`src/rtl/contador_bcd_param.sv`:
```
// Parametrised BCD countdown timer MM..M:SS with seconds prescaler, start/pause FSM and done pulse.
// Optional ADD30_EN adds an i_add30 input that adds 30 s (saturating) or quick-starts from zero.
module contador_bcd_param #(
    parameter int MIN_DIGITS = 2,
    parameter int TICK_DIV   = 1
) (
    input  logic                    i_clk,
    input  logic                    i_clear,
    input  logic                    i_load,
    input  logic [3:0]              i_ld_us,
    input  logic [3:0]              i_ld_ds,
    input  logic [4*MIN_DIGITS-1:0] i_ld_m,
    input  logic                    i_start,
    input  logic                    i_pause,
`ifdef ADD30_EN
    input  logic                    i_add30,
`endif
    output logic [3:0]              o_count_us,
    output logic [3:0]              o_count_ds,
    output logic [4*MIN_DIGITS-1:0] o_count_m,
    output logic                    o_zero,
    output logic                    o_running,
    output logic                    o_done
);

    localparam int PW = (TICK_DIV > 1) ? $clog2(TICK_DIV) : 1;
    localparam logic [PW-1:0] PRE_LAST = PW'(TICK_DIV - 1);

    localparam logic [1:0] S_IDLE   = 2'd0;
    localparam logic [1:0] S_RUN    = 2'd1;
    localparam logic [1:0] S_PAUSED = 2'd2;
    localparam logic [1:0] S_DONE   = 2'd3;

    logic [3:0]                  r_us, r_ds;
    logic [MIN_DIGITS-1:0][3:0]  r_m;
    logic [PW-1:0]               r_presc;
    logic [1:0]                  r_state;
    logic                        r_done;

    logic                        w_zero, w_tick, w_last;
    logic [3:0]                  w_ld_us, w_ld_ds;
    logic [MIN_DIGITS-1:0][3:0]  w_ld_m;
    logic [3:0]                  w_dec_us, w_dec_ds;
    logic [MIN_DIGITS-1:0][3:0]  w_dec_m;

    assign w_zero = (r_us == 4'd0) && (r_ds == 4'd0) && (r_m == '0);
    assign w_last = (r_us == 4'd1) && (r_ds == 4'd0) && (r_m == '0);
    assign w_tick = (r_presc == PRE_LAST);

    // Out-of-range preset digits clamp to the largest legal digit.
    always_comb begin
        w_ld_us = (i_ld_us > 4'd9) ? 4'd9 : i_ld_us;
        w_ld_ds = (i_ld_ds > 4'd5) ? 4'd5 : i_ld_ds;
        for (int k = 0; k < MIN_DIGITS; k++)
            w_ld_m[k] = (i_ld_m[4*k +: 4] > 4'd9) ? 4'd9 : i_ld_m[4*k +: 4];
    end

    always_comb begin : p_dec
        logic b;
        w_dec_us = (r_us == 4'd0) ? 4'd9 : r_us - 4'd1;
        b        = (r_us == 4'd0);
        w_dec_ds = r_ds;
        if (b) begin
            w_dec_ds = (r_ds == 4'd0) ? 4'd5 : r_ds - 4'd1;
            b        = (r_ds == 4'd0);
        end
        for (int k = 0; k < MIN_DIGITS; k++) begin
            w_dec_m[k] = r_m[k];
            if (b) begin
                w_dec_m[k] = (r_m[k] == 4'd0) ? 4'd9 : r_m[k] - 4'd1;
                b          = (r_m[k] == 4'd0);
            end
        end
    end

`ifdef ADD30_EN
    logic [3:0]                  w_add_ds;
    logic [MIN_DIGITS-1:0][3:0]  w_add_m;
    logic                        w_add_ovf;

    // Carry out of the top minute digit means the sum exceeds the max count.
    always_comb begin : p_add
        logic c;
        c        = (r_ds >= 4'd3);
        w_add_ds = c ? r_ds - 4'd3 : r_ds + 4'd3;
        for (int k = 0; k < MIN_DIGITS; k++) begin
            w_add_m[k] = r_m[k];
            if (c) begin
                w_add_m[k] = (r_m[k] == 4'd9) ? 4'd0 : r_m[k] + 4'd1;
                c          = (r_m[k] == 4'd9);
            end
        end
        w_add_ovf = c;
    end
`endif

    always_ff @(posedge i_clk) begin
        if (i_clear) begin
            r_us    <= 4'd0;
            r_ds    <= 4'd0;
            r_m     <= '0;
            r_presc <= '0;
            r_state <= S_IDLE;
            r_done  <= 1'b0;
        end else begin
            r_done <= 1'b0;
            if (i_load && (r_state != S_RUN)) begin
                r_us    <= w_ld_us;
                r_ds    <= w_ld_ds;
                r_m     <= w_ld_m;
                r_presc <= '0;
                r_state <= S_IDLE;
            end
`ifdef ADD30_EN
            else if (i_add30) begin
                if (((r_state == S_IDLE) || (r_state == S_DONE)) && w_zero) begin
                    r_ds    <= 4'd3;
                    r_presc <= '0;
                    r_state <= S_RUN;
                end else begin
                    if (w_add_ovf) begin
                        r_us <= 4'd9;
                        r_ds <= 4'd5;
                        r_m  <= {MIN_DIGITS{4'd9}};
                    end else begin
                        r_ds <= w_add_ds;
                        r_m  <= w_add_m;
                    end
                    // A coincident tick still wraps the prescaler but its decrement is dropped.
                    if (r_state == S_RUN) begin
                        if (i_pause)
                            r_state <= S_PAUSED;
                        else
                            r_presc <= w_tick ? '0 : r_presc + PW'(1);
                    end
                end
            end
`endif
            else begin
                case (r_state)
                    S_IDLE, S_PAUSED: begin
                        if (i_start && !i_pause && !w_zero)
                            r_state <= S_RUN;
                    end
                    S_RUN: begin
                        if (i_pause) begin
                            r_state <= S_PAUSED;
                        end else if (w_tick) begin
                            r_presc <= '0;
                            if (!w_zero) begin
                                r_us <= w_dec_us;
                                r_ds <= w_dec_ds;
                                r_m  <= w_dec_m;
                                if (w_last) begin
                                    r_state <= S_DONE;
                                    r_done  <= 1'b1;
                                end
                            end
                        end else begin
                            r_presc <= r_presc + PW'(1);
                        end
                    end
                    default: ;
                endcase
            end
        end
    end

    assign o_count_us = r_us;
    assign o_count_ds = r_ds;
    assign o_count_m  = r_m;
    assign o_zero     = w_zero;
    assign o_running  = (r_state == S_RUN);
    assign o_done     = r_done;

endmodule

```
`config.mk`:
```
export PLATFORM = sky130hd
export DESIGN_NAME = contador_bcd_param
export DESIGN_NICKNAME = d
export VERILOG_FILES = /design/src/rtl/contador_bcd_param.sv
export SDC_FILE = /design/constraint.sdc
export NUM_CORES = 1
export LEC_CHECK = 0
export ABC_AREA = 1
export BUFFER_PORTS_ARGS = -buffer_cell sky130_fd_sc_hd__buf_4
export CORE_ASPECT_RATIO = 1.4
export CORE_UTILIZATION = 50
export DETAILED_ROUTE_END_ITERATION = 6
export PLACE_DENSITY = 0.77
export SYNTH_ARGS = -nofsm -noshare
export SYNTH_HDL_FRONTEND = slang
export SYNTH_SLANG_ARGS = --single-unit
```
`constraint.sdc`:
```
create_clock -name i_clk -period 1.79 [get_ports i_clk]
set_input_delay 0.179 -clock i_clk [delete_from_list [all_inputs] [get_ports i_clk]]
set_output_delay 0.179 -clock i_clk [all_outputs]
set_load 0.05 [all_outputs]
```
# Word-level counts from Yosys, hierarchy flattened
# Cells that the tools add are included.
dict set report word_totals {
  memories 0
  out_inout_bits 19
  rom_bits 0
  regBits 20
  latch_bits 0
  mem_bits_rw 0
  inputBits 21
  wordCells 94
}
dict set report classes {
  n_shift 0
  addsub 5
  n_mul 0
  div_mod_pow 0
  eq_ne 11
  reduce_logical 29
  n_mux 36
  bitwise_logic 2
  n_lt_le_gt_ge 4
}
# op count
set op_table {}
lappend op_table {{two-way mux 4 bit} 21}
lappend op_table {{two-way mux 8 bit} 5}
lappend op_table {{AND reduction 5 bit} 4}
lappend op_table {{logical NOT 4 bit} 4}
lappend op_table {{subtractor 4 x 1 -> 4 bit (second input constant)} 4}
lappend op_table {{greater-than comparator 4 bit (second input constant)} 3}
lappend op_table {{two-way mux 2 bit} 5}
lappend op_table {{nonzero test 2 bit} 5}
lappend op_table {{logical NOT 8 bit} 1}
lappend op_table {{!= test 2 x 1 -> 1 bit (second input constant)} 4}
lappend op_table {{logical AND 1 bit} 7}
lappend op_table {{!= test 3 bit (second input constant)} 2}
lappend op_table {{OR reduction 6 bit} 1}
lappend op_table {{equality test 4 x 1 -> 1 bit (second input constant)} 1}
lappend op_table {{greater-than comparator 4 x 3 -> 1 bit (second input constant)} 1}
lappend op_table {{two-way mux 1 bit} 4}
lappend op_table {{case mux 2 bit (2 select lines)} 1}
lappend op_table {{AND reduction 4 bit} 1}
lappend op_table {{OR reduction 2 bit} 2}
lappend op_table {{!= test 3 x 2 -> 1 bit (second input constant)} 1}
lappend op_table {{equality test 2 x 1 -> 1 bit (second input constant)} 1}
lappend op_table {{equality test 2 bit (second input constant)} 1}
lappend op_table {{logical NOT 1 bit} 2}
lappend op_table {{logical NOT 2 bit} 1}
lappend op_table {{other kinds (4)} 5}

# Logic depth before layout (Yosys ltp)
# Gate-level depths: netlist of run 1.
dict set report depth {
  ltp_word 9
  mapped_depth 10
}

# Least setup slack after synthesis of run 1
# Ideal clock, no wire load.
dict set report synth_path {
  path_kind {register to register}
  from {reg r_m (netlist bit o_count_m[4])}
  to {reg r_ds[3] (netlist: o_count_ds[3])}
  t_arrival_ps 1482
  setup_slack_ps 196
  setup_ps 113
  n_path_buf 1
  stages_incl_launch_ff 11
  path_cell_list {dfxtp_1 > nor2_2 > nand2_1 > nor2_4 > nand2_4 > nand2_4 > nand2_4 > buf_6 > nand3_1 > nand3_1 > inv_1}
}
dict set report synth_via {
  elab_chain_cells 4
}
# element line
set synth_lines {}
lappend synth_lines {{start: declaration} 35} ;# logic [MIN_DIGITS-1:0][3:0] r_m;
lappend synth_lines {{start signal: assignment} 110} ;# r_m <= w_ld_m;
lappend synth_lines {{start signal: assignment} 153} ;# r_m <= w_dec_m;
lappend synth_lines {{logical NOT 8 bit} 46} ;# assign w_zero = (r_us == 4'd0) && (r_ds == 4'd0) && (r_m == '0);
lappend synth_lines {{logical AND 1 bit} 46}
lappend synth_lines {{!= test 2 x 1 -> 1 bit (no line)} --}
lappend synth_lines {{AND reduction 5 bit (no line)} --}
lappend synth_lines {{end signal: assignment} 109} ;# r_ds <= w_ld_ds;
lappend synth_lines {{end signal: assignment} 152} ;# r_ds <= w_dec_ds;
lappend synth_lines {{end: declaration} 34} ;# logic [3:0] r_us, r_ds;
# Every way passes these cells.
# A chain may end at the register's enable or synchronous reset.

# Worst setup path after layout of run 1
dict set report layout_path {
  from {reg r_m (netlist bit o_count_m[4])}
  to {out o_zero}
}
dict set report layout_via {
  elab_chain_cells 2
}
# element line
set layout_lines {}
lappend layout_lines {{logical NOT 8 bit} 46}
lappend layout_lines {{logical AND 1 bit} 46}
lappend layout_lines {{end: declaration} 21} ;# output logic o_zero,
# Every way passes these cells.

==> results of run 1 <==
-- cells by family after synthesis --
| group | after synthesis | synth area share (%) |
|---|---|---|
| AND/OR/NAND/NOR | 120 | 44.5 |
| flip-flops | 19 | 30.1 |
| buffers and inverters | 27 | 9.60 |
| XOR/XNOR | 2 | 1.39 |
| AO/OA/AOI/OAI | 35 | 14.5 |
-- cell type report --
cell class	count	share of cell area [%]
flip-flops and latches	19	23.4
well taps	34	2.62
repair buffers	43	19.9
multi-input cells	157	47.3
inverters	22	5.09
clock buffers	3	1.39
clock inverters	1	0.308
-- final timing paths --
path / startpoint / to / slack, ns / depth (start not counted)
setup / recovery: o_count_m[4] / o_zero / 0.11 / 6
hold / removal: i_clear / o_count_ds[2] / 0.06 / 2
hold reg to reg: r_state[1] / r_state[1] / 0.47 / 2
setup reg to reg: r_state[0] / o_count_m[6] / 0.16 / 8
-- layer usage --
layer  part of all wire, %  track usage (%)  wire length [um]
met3                   3.1             2.64               101
met1                    42             30.0              1360
met2                    54             45.8              1760
met5                     0                0                 0
met4                  0.83             8.66                27
-- power breakdown --
part	switching, mW	leakage [nW]	internal, mW
sequential	0.0499	0.156	0.460
clock	0.140	0.0177	0.0833
combinational	0.373	0.656	0.196
total	0.563	0.830	0.739
-- cell usage after synthesis (2+ instances only) --
cell type  number
a21oi_1        13
buf_4           2
dfxtp_1        19
inv_1          22
nand2_1        48
nand2_2         6
nand2_4         3
nand3_1        17
nor2_1         30
nor2_2          5
nor2_4          3
nor3_1          4
o21ai_0        18
xor2_1          2
-- per-stage QoR --
step / worst slack (ns) / cell area [um^2] / total power [mW] / hold WS (ns)
floorplan: 0.196 / 1260 / 0.921 / 0.248
global placement: 0.250 / 1590 / 1.07 / 0.382
detailed placement: 0.180 / 1590 / 1.08 / 0.387
CTS: 0.0762 / 1620 / 1.30 / 0.0549
global route: 0.0239 / 1620 / 1.39 / 0.0409
finish: 0.111 / 1620 / 1.30 / 0.0604
-- sequential cells by signal (all words and copies together) (netlist names) --
register,flops
o_count_ds,4
o_count_m,8
o_count_us,4
o_done,1
r_state,2
-- what timing repair did --
item                                   in CTS  in global routing
resized for setup                           0                  1
endpoints found under the hold margin       0                  0
setup endpoints to repair                   0                  1
==> flow_metrics.env, run 1 <==
export IMPL_finalNonFillerCells=279
export IMPL_synth_top_area_cell="dfxtp_1"
export IMPL_fin_setup_tns_ns=0
export IMPL_slowest_stage="dfxtp_1"
export IMPL_dr_pass1_iters=4
export IMPL_cts_buffers=3
export IMPL_fin_nets=267
export IMPL_skew_ns=0.00814
export IMPL_synth_edf_count=0
export IMPL_arrival_ns=1.50
export IMPL_die_area_um2=2740
export IMPL_clockBufferDepth=2
export IMPL_ys_ff_latch=19
export IMPL_crit_required_ns=1.61
export IMPL_fin_util_pct=67.9
export IMPL_path_common_cell="nor2_4"
export IMPL_crit_chain="nor2_4 -> nand2_1 -> nor2_4 -> nand2_4 -> inv_1 -> buf_4"
export IMPL_cellLeakagePower_nw=0.830
export IMPL_antenna_cells=0
export IMPL_port_buffers=39
export IMPL_io_pins=40
export IMPL_track_usage_pct=25.0
export IMPL_mostFrequentLayoutCells="nand2_1 (48), buf_4 (43), nor2_1 (30)"
export IMPL_grt_overflow=0
export IMPL_cp_top_family="simple AND/OR/NAND/NOR gates"
export IMPL_multi_input_area_um2=767
export IMPL_final_common_cell="nand2_1"
export IMPL_post_cts_setup_buffers=0
export IMPL_final_layout_size_suffix_gt1_share_pct=26.5
export IMPL_cts_tree="done"
export IMPL_initial_core_util_pct=52.9
export IMPL_insertion_delay_ns=0.30
export IMPL_core_um2=2390
export IMPL_grt_max_degree=16
export IMPL_dr_total_vias=1423
export IMPL_chipWidth_um=44.5
export IMPL_antenna_left=0
export IMPL_yosysWarnings=0
export IMPL_place_hpwl_um=2470
export IMPL_slew_headroom_pct=69.8
export IMPL_syn_nets=224
export IMPL_startpoint_type="register"
export IMPL_grt_pass1_wl_um=5220
export IMPL_setup_viol=0
export IMPL_syn_avg_cell_area_um2=6.23
export IMPL_tightest_slew_ns=0.452
export IMPL_seq_area_um2=380
export IMPL_period_share_pct=93.8
export IMPL_cts_root_buf="clkbuf_4"
export IMPL_drc=0
export IMPL_rsz0062_at_grt="false"
export IMPL_row_count=21
export IMPL_ys_types=25
export IMPL_die_h_um=61.5
export IMPL_status="complete, no violations"
export IMPL_drv_slew=0
export IMPL_holdBufCountCts=0
export IMPL_viasPerCell=5.10
export IMPL_async_flop_share_pct=0
export IMPL_criticalPathCategory="register to output port"
export IMPL_worst_setup_path_end_kind="output port"
export IMPL_area_growth_pct=28.4
export IMPL_first_iter_violations=57
export IMPL_htree_levels=1
export IMPL_max_freq_mhz=595
export IMPL_path_max_fanout=6
export IMPL_min_period_ns=1.68
export IMPL_p_per_area_nw_per_um2=802
export IMPL_synth_top_cell_area_share_pct=30.1
export IMPL_netlist_area_um2=1260
export IMPL_wl_um=3240
export IMPL_synth_yosys_seq_area_share_pct=30.1
export IMPL_syn_inst=203
export IMPL_gp_congestion=0.888
export IMPL_cpPeakStageDelay_ns=0.39
export IMPL_clk_pin_slew_ns=0.12
export IMPL_critPathBufInv=2
export IMPL_cts_sinks=19
export IMPL_synth_ff_type="dfxtp_1"
export IMPL_min_path_type="primary input to register"
export IMPL_grt_antenna_before_repair=0
export IMPL_netlist_top_cells_area="dfxtp_1 (30%), nand2_1 (14%), nor2_1 (8.9%)"
export IMPL_n_fill_cell=217
export IMPL_cap_violations=0
export IMPL_irDropWorstVdd_mv=0.473
export IMPL_wl_per_cell_um=11.6
export IMPL_grt_pass1_vias=1270
export IMPL_finalHoldViolCount=0
export IMPL_post_place_cells=275
No activity file was read; power rests on OpenSTA's default activity.
==> run 2: changes to the inputs <==
- CORE_UTILIZATION: 50 -> 45
- PLACE_DENSITY: 0.77 -> 0.73
- clock period: 1.79 -> 1.5 ns (I/O delays scaled with it)
==> run 2 against run 1 <==
Sequential power rose by 20%. Clock-buffer cell count did not move. First-iteration DRC count rose by 7.0%. Critical endpoint unchanged. Clock power rose by 22%. Cell count rose by 7.2%. Largest cell class unchanged. Sequential share of layout area fell by 1.0 points. Setup slack got worse by 0.10 ns.
==> flow_metrics.env, run 2 (synthesis gave the netlist of run 1 again) <==
export IMPL_status="complete, no violations"
export IMPL_track_usage_pct=24.3
export IMPL_final_common_cell="buf_4"
export IMPL_skew_ns=0.00630
export IMPL_row_count=22
export IMPL_criticalPathCategory="register to output port"
export IMPL_final_layout_size_suffix_gt1_share_pct=41.4
export IMPL_gp_congestion=0.909
export IMPL_rsz0062_at_grt="true"
export IMPL_worst_setup_path_end_kind="output port"
export IMPL_fin_total_pwr_mw=1.68
export IMPL_crit_required_ns=1.35
export IMPL_grt_antenna_before_repair=0
export IMPL_insertion_delay_ns=0.31
export IMPL_cellLeakagePower_nw=0.932
export IMPL_period_share_pct=99.6
export IMPL_clockBufferDepth=2
export IMPL_wl_per_cell_um=11.3
export IMPL_cap_violations=0
export IMPL_irDropWorstVdd_mv=0.492
export IMPL_p_switching_mw=0.708
export IMPL_p_comb_share_pct=47.3
export IMPL_m1WireLength_um=1430
export IMPL_cts_buffers=3
export IMPL_cpPeakStageDelay_ns=0.38
export IMPL_slowest_stage="dfxtp_4"
export IMPL_drv_slew=0
export IMPL_top_layer_used="met4"
export IMPL_antenna_left=0
export IMPL_cts_tree="done"
export IMPL_grt_max_degree=16
export IMPL_grt_overflow=0
export IMPL_area_growth_pct=45.3
export IMPL_intPower_mw=0.972
export IMPL_n_fill_cell=247
export IMPL_dr_total_vias=1502
export IMPL_arrival_ns=1.34
export IMPL_cts_sinks=19
export IMPL_die_area_um2=3030
export IMPL_cts_root_buf="clkbuf_4"
export IMPL_io_pins=40
export IMPL_largest_reg_flops=8
export IMPL_core_um2=2640
export IMPL_p_per_area_nw_per_um2=915
export IMPL_clk_pin_slew_ns=0.12
export IMPL_grt_pass1_wl_um=5460
export IMPL_startpoint_type="register"
export IMPL_htree_levels=1
export IMPL_port_buffers=39
export IMPL_pwr_share_seq_pct=36.5
export IMPL_fin_nets=285
export IMPL_clockPowerShare_pct=16.2
export IMPL_post_place_cells=284
export IMPL_viasPerCell=5.02
export IMPL_crit_chain="nor2_4 -> nand2_4 -> nor2_4 -> nand2_4 -> inv_2 -> buf_8"
export IMPL_mostFrequentLayoutCells="buf_4 (60), nand2_1 (44), nor2_1 (27)"
export IMPL_drc=0
export IMPL_tightest_slew_ns=0.249
export IMPL_dr_pass1_iters=4
export IMPL_wl_um=3370
export IMPL_wl_met2_um=1770
export IMPL_dr_wl_met3_um=121
export IMPL_place_hpwl_um=2460
export IMPL_path_max_fanout=6
export IMPL_initial_core_util_pct=47.8
export IMPL_first_iter_violations=61
export IMPL_min_period_ns=1.49
export IMPL_p_sw_share_pct=42.1
export IMPL_antenna_cells=0
export IMPL_grt_pass1_vias=1340
export IMPL_slew_headroom_pct=83.4
export IMPL_max_freq_mhz=669
export IMPL_min_path_type="primary input to register"
export IMPL_finalHoldViolCount=0
export IMPL_die_h_um=64.7
export IMPL_chipWidth_um=46.8
export IMPL_finalNonFillerCells=299
export IMPL_setup_viol=0
==> run 2: cell types whose count changed in the layout (fill, tap and decap cells not counted), sizes merged <==
cell / delta
buf: +18
==> run 2: worst max-delay path: cells and delay by family (launching register included) <==
kind | cells | cell delay, ns
AND/OR/NAND/NOR | 4 | 0.46
flip-flops | 1 | 0.38
buffers and inverters | 2 | 0.20
==> run 2: final cells by class <==
cell class	count	area, um^2	share of cell area, %
flip-flops and latches	19	412	22.4
clock buffers	3	22.5	1.23
well taps	36	45.0	2.45
repair buffers	61	465	25.3
clock inverters	1	5.00	0.272
multi-input cells	157	805	43.8
inverters	22	82.6	4.50
==> run 2: worst paths after layout <==
path / slack, ns / startpoint / depth (start not counted) / end
max: 0.006 / o_count_ds[1] / 6 / o_zero
min: 0.03 / i_clear / 2 / o_count_us[1]
max reg2reg: 0.08 / o_count_ds[1] / 9 / o_count_m[2]
min reg2reg: 0.47 / r_state[1] / 2 / r_state[1]
==> run 2: timing repair <==
item / CTS / global route
setup buffers: 4 / 7
endpoints found under the setup margin: 1 / 10
hold buffers: 0 / 0
pin swaps: 2 / 5
gates resized for setup: 7 / 16
==> run 2: through the flow <==
step           utilization (%)  hold slack, ns  area [um^2]  setup WS, ns  TNS (ns)
2_1_floorplan                -           0.212         1280        0.0449         0
3_3_place_gp              63.0           0.361         1670        0.0398         0
3_5_place_dp              63.0           0.355         1670        0.0186         0
4_1_cts                   66.2          0.0202         1750      0.000942         0
5_1_grt                   69.5          0.0140         1840       -0.0497   -0.0866
6_report                  69.5          0.0278         1840       0.00627         0
==> run 2: per-layer routing <==
metal  vias up  track usage (%)
met4         0             8.57
met5         -                0
met1       686             28.7
li1        774                -
met3         5             2.51
met2        37             42.9
==> run 2: power groups by stage <==
stage	combinational (mW)	clock, mW	sequential [mW]
final	0.794	0.272	0.614
after global placement	0.700	0	0.623
after floorplan	0.348	0	0.761
after global routing	0.863	0.308	0.622
after detailed placement	0.702	0	0.622
after CTS	0.739	0.276	0.612
==> run 3: changes to the inputs <==
--- a/config.mk
+++ b/config.mk
@@ -11,5 +11,5 @@
 export CORE_UTILIZATION = 45
 export DETAILED_ROUTE_END_ITERATION = 6
-export PLACE_DENSITY = 0.73
+export PLACE_DENSITY_LB_ADDON = 0.05
 export SYNTH_ARGS = -nofsm -noshare
 export SYNTH_HDL_FRONTEND = slang
==> constraint.sdc (replaced) <==
create_clock -name i_clk -period 1.5 [get_ports i_clk]
set_input_delay 0.15 -clock i_clk [delete_from_list [all_inputs] [get_ports i_clk]]
set_output_delay 0.15 -clock i_clk [all_outputs]
set_load 0.1 [all_outputs]
==> run 3 against run 2 <==
The flow now finishes with violations (setup timing). Sequential cell count is the same. Critical path type unchanged. Worst hold slack improved by 0.017 ns. Die area stayed put. Total power up 9.1%. Clock-buffer cell count grew 1. Sequential power about the same. Clock power fell by 6%. Utilization increased by 0.57 points.
==> flow_metrics.env, run 3 (synthesis gave the netlist of run 1 again) <==
export IMPL_chipWidth_um=46.8
export IMPL_p_sw_share_pct=47.2
export IMPL_skew_ns=0.00202
export IMPL_endpoint="o_zero"
export IMPL_slew_headroom_pct=80.6
export IMPL_first_iter_violations=42
export IMPL_r2r_slack_ns=0.11
export IMPL_post_place_cells=280
export IMPL_grt_overflow=0
export IMPL_initial_core_util_pct=47.8
export IMPL_drv_slew=0
export IMPL_grt_pass1_wl_um=5590
export IMPL_irDropWorstVdd_mv=0.632
export IMPL_pwr_share_seq_pct=33.5
export IMPL_worst_setup_path_end_kind="output port"
export IMPL_p_switching_mw=0.865
export IMPL_grt_antenna_before_repair=0
export IMPL_grt_pass1_vias=1428
export IMPL_finalHoldViolCount=0
export IMPL_clockBufferDepth=2
export IMPL_drc=0
export IMPL_cap_violations=0
export IMPL_port_buffers=39
export IMPL_tightest_slew_ns=0.290
export IMPL_setup_viol=1
export IMPL_path_max_fanout=5
export IMPL_intPower_mw=0.967
export IMPL_reg2reg_depth=9
export IMPL_startpoint="o_count_ds[1]"
export IMPL_cellLeakagePower_nw=0.899
export IMPL_core_um2=2640
export IMPL_r2r_end="o_count_m[5]"
export IMPL_worstHoldStart="i_clear"
export IMPL_die_area_um2=3030
export IMPL_place_hpwl_um=2600
export IMPL_p_per_area_nw_per_um2=989
export IMPL_fin_nets=279
export IMPL_mostFrequentLayoutCells="buf_4 (53), nand2_1 (44), nor2_1 (28)"
export IMPL_p_comb_share_pct=52.5
export IMPL_largest_reg_flops=8
export IMPL_criticalPathCategory="register to output port"
export IMPL_antenna_left=0
export IMPL_n_fill_cell=261
export IMPL_area_growth_pct=46.5
export IMPL_wl_per_cell_um=11.8
export IMPL_row_count=22
export IMPL_cts_sinks=19
export IMPL_crit_required_ns=1.35
export IMPL_wl_um=3440
export IMPL_rsz0062_at_grt="true"
export IMPL_fin_util_pct=70.1
export IMPL_setup_slack_ns=-0.0341
export IMPL_status="complete, but fails checks"
export IMPL_gp_congestion=0.845
export IMPL_grt_max_degree=16
export IMPL_dr_total_vias=1509
export IMPL_whs_ns=0.0451
export IMPL_track_usage_pct=24.5
export IMPL_clk_pin_slew_ns=0.10
export IMPL_multi_input_area_um2=825
export IMPL_min_period_ns=1.53
export IMPL_clockPowerShare_pct=14.0
export IMPL_arrival_ns=1.38
export IMPL_cts_tree="done"
export IMPL_die_h_um=64.7
export IMPL_htree_levels=1
export IMPL_insertion_delay_ns=0.29
export IMPL_io_pins=40
export IMPL_final_common_cell="buf_4"
export IMPL_antenna_cells=0
export IMPL_violations="setup timing"
export IMPL_final_layout_size_suffix_gt1_share_pct=40.1
export IMPL_startpoint_type="register"
export IMPL_r2r_start="o_count_ds[1]"
export IMPL_seq_area_um2=440
export IMPL_min_path_type="primary input to register"
export IMPL_max_freq_mhz=652
export IMPL_cts_root_buf="clkbuf_4"
export IMPL_finalNonFillerCells=293
export IMPL_period_share_pct=102
export IMPL_dr_pass1_iters=4
export IMPL_cts_buffers=3
export IMPL_viasPerCell=5.15
## run 3: changes by cell type in the layout (fill, tap and decap cells not counted), sizes merged
cell	delta
clkbuf	+1
inv	-1
buf	-6
clkinvlp	+1
clkinv	-1
## run 3: worst min path at each step
stage	to	slack [ns]	depth (start not counted)
after global routing	o_count_ds[1]	0.03	2
after CTS	o_count_us[1]	0.03	2
after floorplan	o_count_ds[1]	0.21	1
after global placement	o_count_us[0]	0.35	2
after detailed placement	o_count_ds[1]	0.35	2
final	o_count_ds[1]	0.05	2
## run 3: worst max-delay path, stage by stage (launching register included)
cell	delay [ns]
dfxtp_4	0.38
nor2_4	0.14
nand2_4	0.07
nor2_4	0.13
nand2_4	0.09
clkinvlp_4	0.10
buf_12	0.17
## run 3: what timing repair did
| item | 4_1_cts | 5_1_grt |
|---|---|---|
| setup buffers | 7 | 2 |
| gates resized for setup | 6 | 17 |
| setup endpoints to repair | 3 | 14 |
| hold buffers | 0 | 0 |
| pin swaps | 6 | 5 |
## run 3: layer usage
layer / part of all wire [%] / track usage, %
met5: 0 / 0
met4: 2.7 / 11.1
met3: 3.4 / 3.06
met2: 56 / 44.8
met1: 38 / 25.9
## run 3: cell type report
type | instances | area share (%)
clock buffer | 4 | 1.42
timing repair buffer | 55 | 23.2
tap | 36 | 2.43
multi-input combinational | 157 | 44.5
inverter | 22 | 4.66
sequential | 19 | 23.8
## run 3: stage by stage
stage | setup WS [ns] | area, um^2 | total power [mW] | TNS, ns
global placement | 0.0462 | 1680 | 1.47 | 0
finish | -0.0341 | 1850 | 1.83 | -0.0341
detailed placement | 0.00795 | 1680 | 1.49 | 0
floorplan | 0.0112 | 1330 | 1.28 | 0
CTS | -0.0360 | 1790 | 1.80 | -0.0360
global route | -0.111 | 1850 | 1.95 | -0.133
## run 3: power by group through the flow
stage	registers, mW	logic, mW	clock network [mW]
final	0.613	0.962	0.256
after global routing	0.622	1.03	0.295
after CTS	0.609	0.924	0.270
after detailed placement	0.622	0.864	0
after global placement	0.620	0.852	0
after floorplan	0.914	0.368	0
